## src/rtl/mandelbrot_pixel_scheduler_if.sv

```systemverilog
// Result stream from the pixel scheduler to the colour/framebuffer writer.
// Valid/ready handshake carrying the pixel coordinate, its iteration count and an end-of-frame flag.
interface mandelbrot_pixel_scheduler_if #(
   parameter int COORD_WIDTH    = 12,
   parameter int MAX_ITER_WIDTH = 16
);
   logic                      valid;
   logic                      ready;
   logic [COORD_WIDTH-1:0]    x;
   logic [COORD_WIDTH-1:0]    y;
   logic [MAX_ITER_WIDTH-1:0] iter;
   logic                      last;

   modport master (output valid, x, y, iter, last, input ready);
   modport slave  (input valid, x, y, iter, last, output ready);
endinterface

```

## src/rtl/mandelbrot_pixel_scheduler.sv

```systemverilog
// Raster-scans a pixel window, launches one iteration-core run per pixel and streams
// (x, y, iter) results downstream. All outputs are registered.
module mandelbrot_pixel_scheduler #(
   parameter int  INTEGER_BITS    = 8,
   parameter int  FRACTIONAL_BITS = 24,
   parameter int  MAX_ITER_WIDTH  = 16,
   parameter int  COORD_WIDTH     = 12,
   localparam int DATA_WIDTH      = INTEGER_BITS + FRACTIONAL_BITS
) (
   input  logic                         clk_i,
   input  logic                         rst_ni,
   input  logic                         frame_start_i,
   input  logic [COORD_WIDTH-1:0]       width_i,
   input  logic [COORD_WIDTH-1:0]       height_i,
   input  logic signed [DATA_WIDTH-1:0] x_start_i,
   input  logic signed [DATA_WIDTH-1:0] y_start_i,
   input  logic signed [DATA_WIDTH-1:0] step_i,
   input  logic [MAX_ITER_WIDTH-1:0]    max_iter_i,
   output logic                         core_start_o,
   output logic signed [DATA_WIDTH-1:0] core_x0_o,
   output logic signed [DATA_WIDTH-1:0] core_y0_o,
   output logic [MAX_ITER_WIDTH-1:0]    core_max_iter_o,
   input  logic [MAX_ITER_WIDTH-1:0]    core_iter_i,
   input  logic                         core_done_i,
   mandelbrot_pixel_scheduler_if.master pix,
   output logic                         busy_o,
   output logic                         frame_done_o
);

   typedef enum logic [1:0] {S_IDLE, S_ISSUE, S_WAIT, S_OUT} state_t;

   state_t                       state_q;
   logic [COORD_WIDTH-1:0]       width_q;
   logic [COORD_WIDTH-1:0]       height_q;
   logic signed [DATA_WIDTH-1:0] x_start_q;
   logic signed [DATA_WIDTH-1:0] step_q;
   logic [COORD_WIDTH-1:0]       px_q;
   logic [COORD_WIDTH-1:0]       py_q;
   logic signed [DATA_WIDTH-1:0] cx_q;
   logic signed [DATA_WIDTH-1:0] cy_q;

   logic                         last_col;
   logic                         last_pix;
   logic signed [DATA_WIDTH-1:0] cx_step;
   logic signed [DATA_WIDTH-1:0] cy_step;

   // Coordinate accumulators deliberately wrap modulo 2^DATA_WIDTH.
   function automatic logic signed [DATA_WIDTH-1:0] wrap_add(
      input logic signed [DATA_WIDTH-1:0] a,
      input logic signed [DATA_WIDTH-1:0] b
   );
      return a + b;
   endfunction

   assign last_col = (px_q == width_q - COORD_WIDTH'(1));
   assign last_pix = last_col && (py_q == height_q - COORD_WIDTH'(1));
   assign cx_step  = wrap_add(cx_q, step_q);
   assign cy_step  = wrap_add(cy_q, step_q);

   always_ff @(posedge clk_i or negedge rst_ni) begin
      if (!rst_ni) begin
         state_q         <= S_IDLE;
         width_q         <= '0;
         height_q        <= '0;
         x_start_q       <= '0;
         step_q          <= '0;
         px_q            <= '0;
         py_q            <= '0;
         cx_q            <= '0;
         cy_q            <= '0;
         core_start_o    <= 1'b0;
         core_x0_o       <= '0;
         core_y0_o       <= '0;
         core_max_iter_o <= '0;
         pix.valid       <= 1'b0;
         pix.x           <= '0;
         pix.y           <= '0;
         pix.iter        <= '0;
         pix.last        <= 1'b0;
         busy_o          <= 1'b0;
         frame_done_o    <= 1'b0;
      end else begin
         core_start_o <= 1'b0;
         frame_done_o <= 1'b0;
         case (state_q)
            S_IDLE: begin
               if (frame_start_i) begin
                  width_q         <= width_i;
                  height_q        <= height_i;
                  x_start_q       <= x_start_i;
                  step_q          <= step_i;
                  core_max_iter_o <= max_iter_i;
                  px_q            <= '0;
                  py_q            <= '0;
                  cx_q            <= x_start_i;
                  cy_q            <= y_start_i;
                  if (width_i == '0 || height_i == '0) begin
                     frame_done_o <= 1'b1;
                  end else begin
                     state_q      <= S_ISSUE;
                     busy_o       <= 1'b1;
                     core_start_o <= 1'b1;
                     core_x0_o    <= x_start_i;
                     core_y0_o    <= y_start_i;
                  end
               end
            end
            S_ISSUE: state_q <= S_WAIT;
            S_WAIT: begin
               if (core_done_i) begin
                  pix.valid <= 1'b1;
                  pix.x     <= px_q;
                  pix.y     <= py_q;
                  pix.iter  <= core_iter_i;
                  pix.last  <= last_pix;
                  state_q   <= S_OUT;
               end
            end
            S_OUT: begin
               if (pix.ready) begin
                  pix.valid <= 1'b0;
                  pix.last  <= 1'b0;
                  if (last_pix) begin
                     state_q      <= S_IDLE;
                     busy_o       <= 1'b0;
                     frame_done_o <= 1'b1;
                  end else begin
                     state_q      <= S_ISSUE;
                     core_start_o <= 1'b1;
                     if (last_col) begin
                        px_q      <= '0;
                        py_q      <= py_q + COORD_WIDTH'(1);
                        cx_q      <= x_start_q;
                        cy_q      <= cy_step;
                        core_x0_o <= x_start_q;
                        core_y0_o <= cy_step;
                     end else begin
                        px_q      <= px_q + COORD_WIDTH'(1);
                        cx_q      <= cx_step;
                        core_x0_o <= cx_step;
                        core_y0_o <= cy_q;
                     end
                  end
               end
            end
            default: state_q <= S_IDLE;
         endcase
      end
   end

endmodule
```

## src/flat_wrapper.sv

```systemverilog
// flat-port wrapper written by rule: the top's interface ports become plain ports
module mandelbrot_pixel_scheduler_flat 
#(
   parameter int  INTEGER_BITS    = 8,
   parameter int  FRACTIONAL_BITS = 24,
   parameter int  MAX_ITER_WIDTH  = 16,
   parameter int  COORD_WIDTH     = 12,
   localparam int DATA_WIDTH      = INTEGER_BITS + FRACTIONAL_BITS
)
  (clk_i, rst_ni, frame_start_i, width_i, height_i, x_start_i, y_start_i, step_i, max_iter_i, core_start_o, core_x0_o, core_y0_o, core_max_iter_o, core_iter_i, core_done_i, busy_o, frame_done_o, pix_valid, pix_x, pix_y, pix_iter, pix_last, pix_ready);
  mandelbrot_pixel_scheduler_if #(.COORD_WIDTH(COORD_WIDTH), .MAX_ITER_WIDTH(MAX_ITER_WIDTH)) pix_i ();
  input  logic clk_i;
  input  logic rst_ni;
  input  logic frame_start_i;
  input  logic [COORD_WIDTH-1:0] width_i;
  input  logic [COORD_WIDTH-1:0] height_i;
  input  logic signed [DATA_WIDTH-1:0] x_start_i;
  input  logic signed [DATA_WIDTH-1:0] y_start_i;
  input  logic signed [DATA_WIDTH-1:0] step_i;
  input  logic [MAX_ITER_WIDTH-1:0] max_iter_i;
  output logic core_start_o;
  output logic signed [DATA_WIDTH-1:0] core_x0_o;
  output logic signed [DATA_WIDTH-1:0] core_y0_o;
  output logic [MAX_ITER_WIDTH-1:0] core_max_iter_o;
  input  logic [MAX_ITER_WIDTH-1:0] core_iter_i;
  input  logic core_done_i;
  output logic busy_o;
  output logic frame_done_o;
  output wire logic [$bits(pix_i.valid)-1:0] pix_valid;
  output wire logic [$bits(pix_i.x)-1:0] pix_x;
  output wire logic [$bits(pix_i.y)-1:0] pix_y;
  output wire logic [$bits(pix_i.iter)-1:0] pix_iter;
  output wire logic [$bits(pix_i.last)-1:0] pix_last;
  input wire logic [$bits(pix_i.ready)-1:0] pix_ready;
  assign pix_valid = pix_i.valid;
  assign pix_x = pix_i.x;
  assign pix_y = pix_i.y;
  assign pix_iter = pix_i.iter;
  assign pix_last = pix_i.last;
  assign pix_i.ready = pix_ready;
  mandelbrot_pixel_scheduler #(.INTEGER_BITS(INTEGER_BITS), .FRACTIONAL_BITS(FRACTIONAL_BITS), .MAX_ITER_WIDTH(MAX_ITER_WIDTH), .COORD_WIDTH(COORD_WIDTH)) u_core (.clk_i(clk_i), .rst_ni(rst_ni), .frame_start_i(frame_start_i), .width_i(width_i), .height_i(height_i), .x_start_i(x_start_i), .y_start_i(y_start_i), .step_i(step_i), .max_iter_i(max_iter_i), .core_start_o(core_start_o), .core_x0_o(core_x0_o), .core_y0_o(core_y0_o), .core_max_iter_o(core_max_iter_o), .core_iter_i(core_iter_i), .core_done_i(core_done_i), .pix(pix_i), .busy_o(busy_o), .frame_done_o(frame_done_o));
endmodule
```

## config.mk

```make
export PLATFORM = sky130hd
export DESIGN_NAME = mandelbrot_pixel_scheduler_flat
export DESIGN_NICKNAME = d
export VERILOG_FILES = /design/src/rtl/mandelbrot_pixel_scheduler_if.sv /design/src/rtl/mandelbrot_pixel_scheduler.sv /design/src/flat_wrapper.sv
export SDC_FILE = /design/constraint.sdc
export NUM_CORES = 1
export LEC_CHECK = 0
export CORE_ASPECT_RATIO = 0.8
export CORE_MARGIN = 1
export CORE_UTILIZATION = 50
export CTS_CLUSTER_DIAMETER = 40
export DETAILED_ROUTE_END_ITERATION = 8
export PLACE_DENSITY_LB_ADDON = 0.25
export SETUP_SLACK_MARGIN = 0.3
export SKIP_CTS_REPAIR_TIMING = 1
export SYNTH_ARGS = -nofsm -noshare
export SYNTH_HDL_FRONTEND = slang
export SYNTH_SLANG_ARGS = --single-unit
```

## constraint.sdc

```tcl
create_clock -name clk_i -period 5.1 [get_ports clk_i]
set_input_delay 1.53 -clock clk_i [delete_from_list [all_inputs] [get_ports clk_i]]
set_output_delay 1.53 -clock clk_i [all_outputs]
set_load 0.03 [all_outputs]
```

==> impl_metrics.yaml, run 1 <==
cts:
  cts_tree: "built"
  cts_buffers: 41
  root_buffer: "clkbuf_16"
  cts-htree-levels: 2
  cts.clk_slew.worst_paths_ps: 60
  clkSinkCount: 303
  clk_path_buf_depth: 3
  clock_latency_ps: 550
sta:
  min_period_ps: 4235
  setup_viol: 0
  hold_viol: 0
  max-slew-margin-rel: 0.3295
  drv_slew: 0
  setup_tns_ps: 0
  worst_pin_slew_ps: 1002
  period_share: 0.8303
  fmax_mhz: 236.1
  rsz0062_at_grt: "false"
  fin_hold_ws_ps: 476.8
  finClkSkew_ps: 28.22
logic_synthesis:
  yosysMostFrequentCell: "dfrtp_1"
  synthAdderAreaFrac: 0.05199
  synthSimpleGateAreaFrac: 0.1450
  yosysTopAreaCellShare: 0.4364
  synth-compound-area-share: 0.1578
  synth-edff-count: 0
  synth_xor_xnor_area_share: 0.03529
  synth_async_sr_flop_share: 1.000
  yosysSeqAreaShare: 0.4364
  synthCells: 1725
  synth_mux_area_frac: 0.1424
  synthTopCellsByCount: "dfrtp_1, nand2_1, mux2_2, o21ai_0, a21oi_1"
  synth_seq_cells: 303
  synth_cell_type_count: 86
  synth_warnings: 0
  synth_top_cell_by_area: "dfrtp_1"
  syn-num-nets: 1953
  synth_area_sq_um: 17370
  synth_top_family_by_area: "compound AO/OA/AOI/OAI gates"
  yosys_most_used_dff: "dfrtp_1"
  syn_area_per_cell_sq_um: 10.07
  synth.area.top_cells: "dfrtp_1, mux2_2, ha_1"
worst_setup_path:
  worstSetupEndpointType: "flip-flop"
  critical-path-top-delay-family: "compound AO/OA/AOI/OAI gates"
  critPathRequiredTime_ps: 5530
  crit_arrival_ps: 4670
  worstPathCellList: "inv_1, ha_1, or3b_1, o311ai_0, a31oi_1, o221ai_2, o31ai_4, a21oi_4, buf_4, nand2_1, o21ai_0"
  worst-path-max-fanout: 51
  cp_num_buf_inv: 2
  slowest_delay_ps: 670
  slowest_stage: "o221ai_2"
  critPathLaunchType: "flip-flop"
  worstSetupPathType: "reg -> reg"
routing:
  route.antenna.remaining_nets: 0
  vias_per_cell: 5.890
  drt_wl_total_mm: 49.24
  vias: 14600
  drt_iter0_markers: 1296
  drt-wirelength-per-cell_um: 19.87
  drtPass1Iterations: 5
  drc_errors: 0
pwr:
  clkPwrFrac: 0.177
  powerDensity_nw_per_um2: 799.9
  irDropWorstVdd_uv: 416.8
  p_sw_uw: 7794
  power.internal_uw: 9872
  combPwrFrac: 0.570
  seq_power_share: 0.253
  swShare: 0.4412
  p_leak_uw: 0.009408
  p_total_uw: 17670
finish:
  multi_input_area_sq_um: 9284
  final-seq-area_sq_um: 7582
  fillers: 2702
  drive_above_1_share: 0.1606
  area_delta_synth_final_pct: 27.11
  fin_area_sq_um: 22080
  final_nets: 2211
global_route:
  grt.total_usage: 0.2797
  grt_first_pass_wirelength_mm: 78.51
  grt_pass1_vias: 14300
  antenna_found_initial: 2
  grt_max_degree: 94
  gr-total-overflow: 0
floorplan:
  die_h_um: 168.7
  rows: 60
  dieArea_sq_um: 35500
  initial_core_util: 0.5120
  die_w_um: 210.4
  core_sq_um: 33930
  io_pins: 282
outcome:
  status: "finished, final reports clean"
place:
  portBuffers: 281
  dpl_cell_area_sq_um: 20590
  gp_congestion: 0.8889
  dp_hpwl_mm: 35.25
run:
  max-cap-violations: 0
hold_path:
  worstHoldPathType: "reg -> reg"
registers in the layout, summed over array words and instances, names as in the netlist:
register,cells
u_core.core_x0_o,32
u_core.core_y0_o,32
u_core.cx_q,32
u_core.cy_q,32
u_core.step_q,32
u_core.x_start_q,32
u_core.core_max_iter_o,16
u_core.pix.iter,16
u_core.height_q,12
u_core.pix.x,12
u_core.pix.y,12
u_core.px_q,12
u_core.py_q,12
u_core.width_q,12
u_core.state_q,2
u_core.busy_o,1
u_core.core_start_o,1
u_core.frame_done_o,1
u_core.pix.last,1
u_core.pix.valid,1
per-layer routing:
metal,wire length [um],up-vias,track usage,share of wire
li1,-,6833,-,-
met1,22740,7204,0.3995,0.46
met2,22360,473,0.4405,0.45
met3,2868,86,0.04397,0.058
met4,1273,0,0.08097,0.026
met5,0,-,0,0
power by group through the flow:
stage | sequential [uW] | clock (uW) | combinational, uW
finish | 4470 | 3120 | 10100
detailed placement | 4480 | 0 | 9930
floorplan | 5020 | 0 | 6480
global route | 4610 | 3290 | 11000
global placement | 4450 | 0 | 9710
CTS | 4460 | 3180 | 10000
layout make-up:
class | count | share of cell area
multi-input combinational | 1302 | 0.4204
sequential | 303 | 0.3433
timing repair buffer | 298 | 0.1362
clock buffer | 49 | 0.05156
tap | 465 | 0.02635
clock inverter | 22 | 0.01564
inverter | 37 | 0.006289
antenna | 2 | 0.0002266
metrics by stage:
step / worst slack [ps] / utilization / instances
global placement: 794.9 / 0.6069 / 2405
CTS: 864.2 / 0.6507 / 2476
floorplan: 1961 / - / 1725
detailed placement: 675.4 / 0.6069 / 2405
global route: 591.1 / 0.6508 / 2478
finish: 865.3 / 0.6508 / 2478
placed cells by master (no fill, tap or decap), types with 8 or more instances in the layout:
master             n
dfrtp_1          303
a31oi_1           30
and3_1            36
nand2b_1          16
clkbuf_16         43
o221ai_1          10
mux2_2           199
buf_4             12
o21a_1            16
o21ai_0          128
a21o_1            23
bufinv_16          8
nor2_1            83
o21bai_1           8
nand4_1           10
inv_1             37
o211ai_1          20
nand3_1           40
a21oi_1           88
mux2i_1           21
nor4_1            13
clkdlybuf4s50_1  280
xor2_1            32
nand2_1          210
a211oi_1          24
or3_1             18
and2_1            14
ha_1              68
xnor2_1           38
o31ai_1           11
nor3_1            27
cell families after synthesis:
logic type      Yosys count
compound gates          422
fa+ha+maj                71
simple gates            517
buf+inv                 120
xor+xnor                 70
mux                     222
flops                   303
worst min-delay path, cell delays in order, from the launching register on:
cell and delay, ps:
dfrtp_1 340, nand2_1 40, o21ai_0 60
path summary, 6_finish.rpt:
path | depth (start not counted) | startpoint | slack, ps | endpoint
hold / removal | 2 | u_core.core_x0_o[23] | 480 | u_core.core_x0_o[23]
min in group asynchronous | 1 | rst_ni | 990 | u_core.pix.iter[5]
hold reg to reg | 2 | u_core.core_x0_o[23] | 480 | u_core.core_x0_o[23]
setup reg to reg | 11 | u_core.width_q[0] | 870 | u_core.px_q[6]
setup / recovery | 11 | u_core.width_q[0] | 870 | u_core.px_q[6]
max in group asynchronous | 2 | rst_ni | 3130 | u_core.cx_q[9]
No activity file was read; power rests on OpenSTA's default activity.
==> run 2: changes to the inputs <==
Settings changed: CORE_UTILIZATION 50 to 49.
Clock period 5.1 ns to 3.7 ns, I/O delays scaled along.
==> run 2 against run 1 <==
  * Hold slack better by 2.0 ps
  * Setup slack worse by 540 ps
  * Sequential share of layout area is 1.5 points lower
  * Clock-buffer cell count is 3 higher
  * Die area is 2.0% higher
  * First-iteration DRC count is 4.7% lower
  * Core utilization is 1.2 points higher
  * Sequential cell count stayed put
  * Final cell count is 3.0% higher
  * Design area is 4.5% higher
  * Non-clock buffer count is 59 higher
==> impl_metrics.yaml, run 2 (synthesis results as in run 1) <==
place:
  dpl_cell_area_sq_um: 20890
  gp_congestion: 0.9296
  dp_hpwl_mm: 35.91
  portBuffers: 281
pwr:
  powerDensity_nw_per_um2: 1106
  clkPwrFrac: 0.165
  swShare: 0.4453
  power.internal_uw: 14160
  p_total_uw: 25520
  p_leak_uw: 0.009791
  seq_power_share: 0.244
  combPwrFrac: 0.591
  p_sw_uw: 11360
  irDropWorstVdd_uv: 528.6
cts:
  cts-htree-levels: 2
  clk_path_buf_depth: 3
  clkSinkCount: 303
  root_buffer: "clkbuf_16"
  cts_buffers: 41
  cts_tree: "built"
  cts.clk_slew.worst_paths_ps: 60
  clock_latency_ps: 550
routing:
  route.antenna.remaining_nets: 0
  drt-wirelength-per-cell_um: 20.48
  drt_wl_total_mm: 52.27
  drt_iter0_markers: 1235
  vias: 14970
  vias_per_cell: 5.866
  drtPass1Iterations: 5
  drc_errors: 0
finish:
  fillers: 2786
  final_cell_mix: "dfrtp_1, clkdlybuf4s50_1, nand2_1"
  multi_input_area_sq_um: 9637
  post-route-util: 0.6631
  fin_area_sq_um: 23080
  area_delta_synth_final_pct: 32.83
  drive_above_1_share: 0.2047
  final_nets: 2271
  final-seq-area_sq_um: 7584
  layout_commonest_cell: "dfrtp_1"
floorplan:
  die_w_um: 212.5
  io_pins: 282
  core_sq_um: 34800
  rows: 61
  die_h_um: 170.4
  initial_core_util: 0.4992
  dieArea_sq_um: 36220
sta:
  period_share: 0.9117
  finClkSkew_ps: 21.77
  drv_slew: 0
  hold_viol: 0
  max-slew-margin-rel: 0.4848
  worst_pin_slew_ps: 772.8
  min_period_ps: 3373
  fmax_mhz: 296.4
  fin_hold_ws_ps: 478.8
  setup_viol: 0
  rsz0062_at_grt: "true"
global_route:
  antenna_found_initial: 5
  grt_first_pass_wirelength_mm: 79.16
  grt_max_degree: 87
  grt_pass1_vias: 14570
  grt.total_usage: 0.2784
  gr-total-overflow: 0
worst_setup_path:
  critPathLaunchType: "flip-flop"
  worstSetupEndpointType: "flip-flop"
  crit_arrival_ps: 3800
  worstSetupPathType: "reg -> reg"
  critPathRequiredTime_ps: 4130
  worst-path-max-fanout: 24
  reg2reg_slack_ps: 330
outcome:
  status: "finished, final reports clean"
hold_path:
  worstHoldPathType: "reg -> reg"
run:
  max-cap-violations: 0
==> run 2: cell count changes in the layout (fill, tap and decap cells not counted), moves of 5 or more <==
cell,change
a211oi_1,-8
a211oi_2,+6
buf_12,+12
buf_4,+41
nor4_4,+5
o21ai_0,-7
o21ai_1,+6
==> run 2: per-layer routing <==
metal,wire [um],part of all wire,vias up,track usage
met5,16,0.00031,-,0
met2,23970,0.46,500,0.4319
met4,1265,0.024,2,0.08883
met1,23570,0.45,7406,0.3897
met3,3444,0.066,85,0.05628
li1,-,-,6976,-
==> run 2: worst paths after layout <==
| check | cells after the start | startpoint | endpoint |
|---|---|---|---|
| max | 10 | u_core.width_q[0] | u_core.cx_q[2] |
| min | 2 | u_core.core_x0_o[4] | u_core.core_x0_o[4] |
| max reg2reg | 10 | u_core.width_q[0] | u_core.cx_q[2] |
| min reg2reg | 2 | u_core.core_x0_o[4] | u_core.core_x0_o[4] |
| max in group asynchronous | 2 | rst_ni | u_core.width_q[0] |
| min in group asynchronous | 1 | rst_ni | u_core.pix.iter[4] |
==> run 2: layout make-up <==
cell class | instances | share of cell area
Clock buffer | 52 | 0.04939
Multi-Input combinational cell | 1303 | 0.4176
Sequential cell | 303 | 0.3286
Antenna cell | 4 | 0.0004337
Inverter | 37 | 0.006018
Clock inverter | 24 | 0.01420
Tap cell | 472 | 0.02559
Timing Repair Buffer | 357 | 0.1582
==> run 2: per-stage QoR <==
stage	setup WS [ps]	cells	TNS, ps
floorplan	704.3	1725	0
global placement	162.6	2439	0
detailed placement	14.30	2439	0
CTS	-32.01	2515	-63.04
global route	239.2	2552	0
finish	326.5	2552	0
==> run 2: critical path, cell delays in order (launching register included) <==
cell	delay (ps)
dfrtp_2	440
inv_1	90
ha_2	200
or3b_4	430
o311ai_2	330
a31oi_4	230
o221ai_4	350
o31ai_4	140
a21oi_4	360
buf_12	260
mux2_2	380
==> run 2: power by group through the flow <==
stage | combinational (uW) | sequential, uW | clock (uW)
floorplan | 8930 | 6920 | 0
global placement | 13700 | 6140 | 0
detailed placement | 14000 | 6210 | 0
CTS | 14100 | 6170 | 4300
global route | 16400 | 6400 | 4450
finish | 15100 | 6220 | 4220
